**src/rtl/comparador_sar_ctrl.sv**
```systemverilog
// Successive-approximation register controller. It samples the input, then tries each
// code bit MSB-first against the comparator and keeps the bits the comparator accepts.
module comparador_sar_ctrl #(
  parameter int WIDTH         = 8,
  parameter int SETTLE_CYCLES = 1
) (
  input  logic             clk_i,
  input  logic             rst_i,
  input  logic             start_i,
  input  logic             abort_i,
  input  logic             cmp_i,
  output logic             sample_o,
  output logic [WIDTH-1:0] dac_code_o,
  output logic             busy_o,
  output logic             done_o,
  output logic [WIDTH-1:0] result_o
);

  localparam int                 IDX_W    = $clog2(WIDTH);
  localparam logic [IDX_W-1:0]   IDX_MSB  = IDX_W'(WIDTH - 1);
  localparam logic [3:0]         CNT_LAST = 4'(SETTLE_CYCLES);

  typedef enum logic [1:0] {
    ST_IDLE,
    ST_SAMPLE,
    ST_TRIAL,
    ST_DONE
  } state_e;

  state_e             state_q, state_d;
  logic [WIDTH-1:0]   work_q, work_d;
  logic [IDX_W-1:0]   idx_q, idx_d;
  logic [3:0]         cnt_q, cnt_d;
  logic [WIDTH-1:0]   result_q, result_d;
  logic               sample_q, sample_d;
  logic               busy_q, busy_d;
  logic               done_q, done_d;
  logic [WIDTH-1:0]   dac_q, dac_d;
  logic [WIDTH-1:0]   bit_q;
  logic [WIDTH-1:0]   decided;

  assign bit_q   = WIDTH'(1) << idx_q;
  assign decided = cmp_i ? (work_q | bit_q) : work_q;

  always_comb begin
    // NOTE: every signal gets a default before the case so no path can infer a latch.
    state_d  = state_q;
    work_d   = work_q;
    idx_d    = idx_q;
    cnt_d    = cnt_q;
    result_d = result_q;

    unique case (state_q)
      ST_IDLE: begin
        if (start_i) begin
          state_d = ST_SAMPLE;
          work_d  = '0;
          idx_d   = IDX_MSB;
          cnt_d   = '0;
        end
      end
      ST_SAMPLE: begin
        cnt_d = '0;
        if (abort_i) begin
          state_d = ST_IDLE;
          work_d  = '0;
        end else begin
          state_d = ST_TRIAL;
        end
      end
      ST_TRIAL: begin
        // Abort wins over a bit decision landing on the same edge.
        if (abort_i) begin
          state_d = ST_IDLE;
          work_d  = '0;
          cnt_d   = '0;
        end else if (cnt_q == CNT_LAST) begin
          work_d = decided;
          cnt_d  = '0;
          if (idx_q == '0) begin
            state_d  = ST_DONE;
            result_d = decided;
          end else begin
            idx_d = idx_q - IDX_W'(1);
          end
        end else begin
          cnt_d = cnt_q + 4'd1;
        end
      end
      ST_DONE: state_d = ST_IDLE;
      default: state_d = ST_IDLE;
    endcase

    // Outputs are precomputed from the next state so they leave straight from flops.
    sample_d = (state_d == ST_SAMPLE);
    busy_d   = (state_d == ST_SAMPLE) || (state_d == ST_TRIAL);
    done_d   = (state_d == ST_DONE);
    dac_d    = (state_d == ST_TRIAL) ? (work_d | (WIDTH'(1) << idx_d)) : '0;
  end

  // NOTE: state uses non-blocking assignments so every flop samples pre-edge values.
  always_ff @(posedge clk_i or posedge rst_i) begin
    if (rst_i) begin
      state_q  <= ST_IDLE;
      work_q   <= '0;
      idx_q    <= '0;
      cnt_q    <= '0;
      result_q <= '0;
      sample_q <= 1'b0;
      busy_q   <= 1'b0;
      done_q   <= 1'b0;
      dac_q    <= '0;
    end else begin
      state_q  <= state_d;
      work_q   <= work_d;
      idx_q    <= idx_d;
      cnt_q    <= cnt_d;
      result_q <= result_d;
      sample_q <= sample_d;
      busy_q   <= busy_d;
      done_q   <= done_d;
      dac_q    <= dac_d;
    end
  end

  assign sample_o   = sample_q;
  assign busy_o     = busy_q;
  assign done_o     = done_q;
  assign dac_code_o = dac_q;
  assign result_o   = result_q;

endmodule
```
**config.mk**
```make
export PLATFORM = sky130hd
export DESIGN_NAME = comparador_sar_ctrl
export DESIGN_NICKNAME = d
export VERILOG_FILES = /design/src/rtl/comparador_sar_ctrl.sv
export SDC_FILE = /design/constraint.sdc
export NUM_CORES = 1
export LEC_CHECK = 0
export BUFFER_PORTS_ARGS = -buffer_cell sky130_fd_sc_hd__buf_2
export CAP_MARGIN = 20
export CORE_MARGIN = 1
export CORE_UTILIZATION = 60
export CTS_CLUSTER_DIAMETER = 50
export DETAILED_ROUTE_END_ITERATION = 8
export PLACE_DENSITY = 0.82
export REMOVE_ABC_BUFFERS = 1
export SYNTH_ARGS = -nofsm -noshare
export SYNTH_HDL_FRONTEND = slang
export SYNTH_SLANG_ARGS = --single-unit
```
**constraint.sdc**
```tcl
create_clock -name clk_i -period 5.75 [get_ports clk_i]
set_input_delay 1.15 -clock clk_i [delete_from_list [all_inputs] [get_ports clk_i]]
set_output_delay 1.15 -clock clk_i [all_outputs]
set_load 0.01 [all_outputs]
```
* After elaboration in Yosys (flattened, before gate mapping)
Index checks and enable logic that the tools add are counted.
Storage, ports and cells: flip-flop bits (word level) 36, input port bits 5, output and inout port bits 19, word-level logic and storage cells 52
Cells by class: $add $sub $neg 2, eq/ne operators 8, shifts and indexed selects 2, mux-type cells 22, bitwise gates (word level) 3, reductions and logical operators 6
Operator list (count):
- two-way mux 8 bit | 6
- one-hot mux 8 bit (3 select lines) | 1
- bitwise OR 8 bit | 2
- left shift 1 x 3 -> 8 bit, first input constant | 2
- two-way mux 3 bit | 4
- two-way mux 4 bit | 3
- one-hot mux 4 bit (3 select lines) | 1
- two-way mux 2 bit | 5
- == test 2 bit, second input constant | 4
- one-hot mux 2 bit (4 select lines) | 1
- one-hot mux 3 bit (2 select lines) | 1
- adder 4 x 1 -> 4 bit, second input constant | 1
- == test 2 x 1 -> 1 bit, second input constant | 2
- == test 4 x 1 -> 1 bit, second input constant | 1
- AND reduction 4 bit | 1
- logical NOT 3 bit | 1
- nonzero test 3 bit | 1
- subtractor 3 x 1 -> 3 bit, second input constant | 1
- logical NOT 2 bit | 1
- != test 2 bit, second input constant | 1
- AND reduction 2 bit | 1
- logical OR 1 bit | 1
- inverter 1 bit | 1

* Logic depth before layout (Yosys ltp)
depth after elaboration 8, mapped depth 9

* Least setup slack after synthesis
Ideal clock, no wire load.
path kind input-to-reg, start input abort_i, end register dac_q[5] (netlist: dac_code_o[5]), setup time 0.130 ns, arrival time 2.449 ns, data required time 5.620 ns, slack 3.170 ns, stages on the path 7, path buffers 1, cells stage by stage nor4b_2 -> nand2_1 -> o21ai_0 -> inv_1 -> ha_1 -> buf_1 -> a21boi_1
Between the ends: elaborated cells between the ends (all ways) 12
RTL lines:
- start, declared | line 10 | input logic abort_i,
- two-way mux 2 bit | line 73 | if (abort_i) begin
- one-hot mux 2 bit (4 select lines) | line 53 | unique case (state_q)
- named net state_d[0] | line 30 | state_e state_q, state_d;
- == test 2 bit | line 98 | dac_d = (state_d == ST_TRIAL) ? (work_d | (WIDTH'(1) << idx_d)) : '0;
- two-way mux 8 bit | line 98
- named net dac_d[5] | line 38 | logic [WIDTH-1:0] dac_q, dac_d;
- end signal, assigned | line 112 | dac_q <= '0;
- end signal, assigned | line 122 | dac_q <= dac_d;
- end, declared | line 38
The timed path passes the listed nets, and every way through them passes these cells. A chain may end at the register's enable or synchronous reset.

* Worst setup path in the final report
start input abort_i, end register result_q[6] (netlist: result_o[6])
Between the ends: word-level cells in the longest chain between the ends 2
Ends and longest elaborated chain:
- inverter 1 bit (no line)
- AND reduction 4 bit (no line)
- end signal, assigned | line 118 | result_q <= result_d;
- end, declared | line 34 | logic [WIDTH-1:0] result_q, result_d;
No other way between the ends.

==> reports/results.ini <==
[grt]
grt_max_degree=37
grt_antenna_before_repair=0
grt.total_usage=0.250
grt_pass1_vias=1286
gr-total-overflow=0
grt_pass1_wl_um=5950

[finish]
final_layout_size_suffix_gt1_frac=0.222
fin_util=0.714
syn_to_final_growth_pct=10.4
fillers=215
layout.cells.most_common=dfrtp_1
n_antenna_cell=0
instances_no_fill=220
final_cell_area_um2=2000
fin_nets=203
layout_common_cells=dfrtp_1, buf_2, nor2_1

[sta]
finalCritPeriodShare=0.459
worstMarginPinSlew_ns=0.801
fmax_mhz=379
final_max_slew_viol_count=0
hold_viol=0
finalSetupTns_ns=0
slew_headroom=0.464
period_needed_ns=2.64
rsz0062_at_grt=no
finalSetupViolCount=0
fin_skew_ns=0.00446

[routing]
wl_um=3520
antenna_left=0
vias=1286
drt_iter0_markers=43
avgRoutedWirePerCell_um=16.0
viasPerCell=5.85
dr.pass1.iters=6
drc=8

[power]
p_total_mw=0.550
p_leak_nw=1.01
powerDensity_nw_per_um2=275
peakVddDrop_mv=0.223

[placed_design]
io_buffers=23
dp.cells=212
dp_hpwl_um=2560
placed_area_um2=1940
gp_congestion=0.927

[die]
coreArea_um2=2810
rows=19
die_w_um=57.0
initial_core_util=0.646
die_height_um=57.0
ios=24
dieArea_um2=3250

[logic_synthesis]
avgSynthCellArea_um2=11.1
synth_cell_types=47
synth.area.top_cells=dfrtp_1, ha_1, a22o_1, o21a_1, nor2_1
synth-seq-cells=36
ys_seq_area_frac=0.497
synth-edff-count=0
yosysWarnings=0
synth_top_area_frac=0.497
synthCells=164
ys.flop_type=dfrtp_1
synthesis.area_um2=1810
async_reset_ff_frac=1.00
yosys.area.top_type=dfrtp_1

[worst_setup_path]
critical_path_required_ns=5.98
worstSetupEndpointType=flop
crit_slowest_cell=nor2_1
rr_worst_depth=5
worstPathCellList=buf_2, nor4b_2, nand2_1, nor2_1, mux2_2
cp_data_arrival_time_ns=2.87
critPathKind=input port to flop
reg2reg_slack_ns=3.34
slowest_delay_ns=0.65
r2r_end=result_o[6]
crit_path_start_kind=input port
rr_startpoint=idx_q[0]
worstPathMaxFanout=12

[clocking]
htree_levels=2
cts_setup_buffers=0
clk_latency_ns=0.34
numCtsBuffers=5
cts_resized=0
cts_sinks=36
cts_root_buf=clkbuf_4
cts.path.max_buffers=2
hold_buffers=0
tritoncts=done
path_clk_slew_ns=0.10

[worst_hold_path]
hold_start=result_o[4]
hold_class=flop to flop
min_path_cells=1
holdPathEnd=result_o[4]

[run_status]
violations=DRC
status=complete, but fails checks

[job]
maxCapViolCount=0

[state kept, by name, summed over array words and instances (netlist names)]
| register | count |
|---|---|
| idx_q | 3 |
| busy_o | 1 |
| result_o | 8 |
| state_q | 2 |
| work_q | 8 |
| sample_o | 1 |
| cnt_q | 4 |
| dac_code_o | 8 |
| done_o | 1 |
[layer usage]
metal	GRT usage	wire length (um)
met5	0	0
met4	0.0976	55
met3	0.0748	155
met2	0.403	1770
met1	0.319	1540
[power by group]
group	internal, mW	switching, mW	total (mW)
Clock	0.0598	0.0834	0.143
Sequential	0.269	0.0180	0.287
Combinational	0.0461	0.0736	0.120
[cells in the mapped netlist, drive strengths merged (2+ instances only)]
cell type and number:
a211oi 3, dfrtp 36, and2 3, mux2 5
nor2 16, xnor2 2, ha 10, o21ai 3
and3 2, nor2b 5, xor2 3, inv 10
a22o 7, nand4 3, a21oi 11, o21a 8
nor4b 2, clkbuf 4, buf 3, nand2 7
nand2b 2
[kinds of logic (layout without fill, tap and decap cells)]
kind of cell	count (synthesis)	after routing	share of synthesized area
buffers and inverters	17	42	0.0400
adder cells (fa/ha/maj)	10	10	0.0690
AO/OA/AOI/OAI	45	45	0.188
flip-flops	36	36	0.497
multiplexers	5	5	0.0311
XOR/XNOR	5	5	0.0242
AND/OR/NAND/NOR	46	46	0.150
[final cells by class]
cell class | instances | area (um^2) | share of cell area
clock inverter | 1 | 7.51 | 0.00375
tap | 31 | 38.8 | 0.0194
multi-input combinational | 111 | 840 | 0.419
timing repair buffer | 24 | 123 | 0.0613
clock buffer | 7 | 55.1 | 0.0275
sequential | 36 | 901 | 0.450
inverter | 10 | 37.5 | 0.0188
[worst max-delay path: cells and delay by family]
| kind | cells | cell delay (ns) |
|---|---|---|
| mux | 1 | 0.41 |
| buf+inv | 1 | 0.13 |
| simple gates | 3 | 1.18 |
[per-stage QoR]
step	hold slack [ns]	setup WS, ns
after global placement	0.466	2.76
after detailed placement	0.487	2.71
after global routing	0.535	2.89
after floorplan	0.465	3.12
after CTS	0.517	3.08
final	0.511	3.11
[worst max path at each step]
stage | start | endpoint | slack (ns) | cells past startpoint
final | abort_i | result_o[6] | 3.11 | 5
after global routing | abort_i | result_o[6] | 2.89 | 5
after CTS | abort_i | result_o[6] | 3.08 | 5
after detailed placement | abort_i | result_o[6] | 2.71 | 5
after global placement | abort_i | result_o[5] | 2.76 | 5
after floorplan | abort_i | dac_code_o[3] | 3.12 | 5
Note: power is estimated with default switching activity, not from simulation.
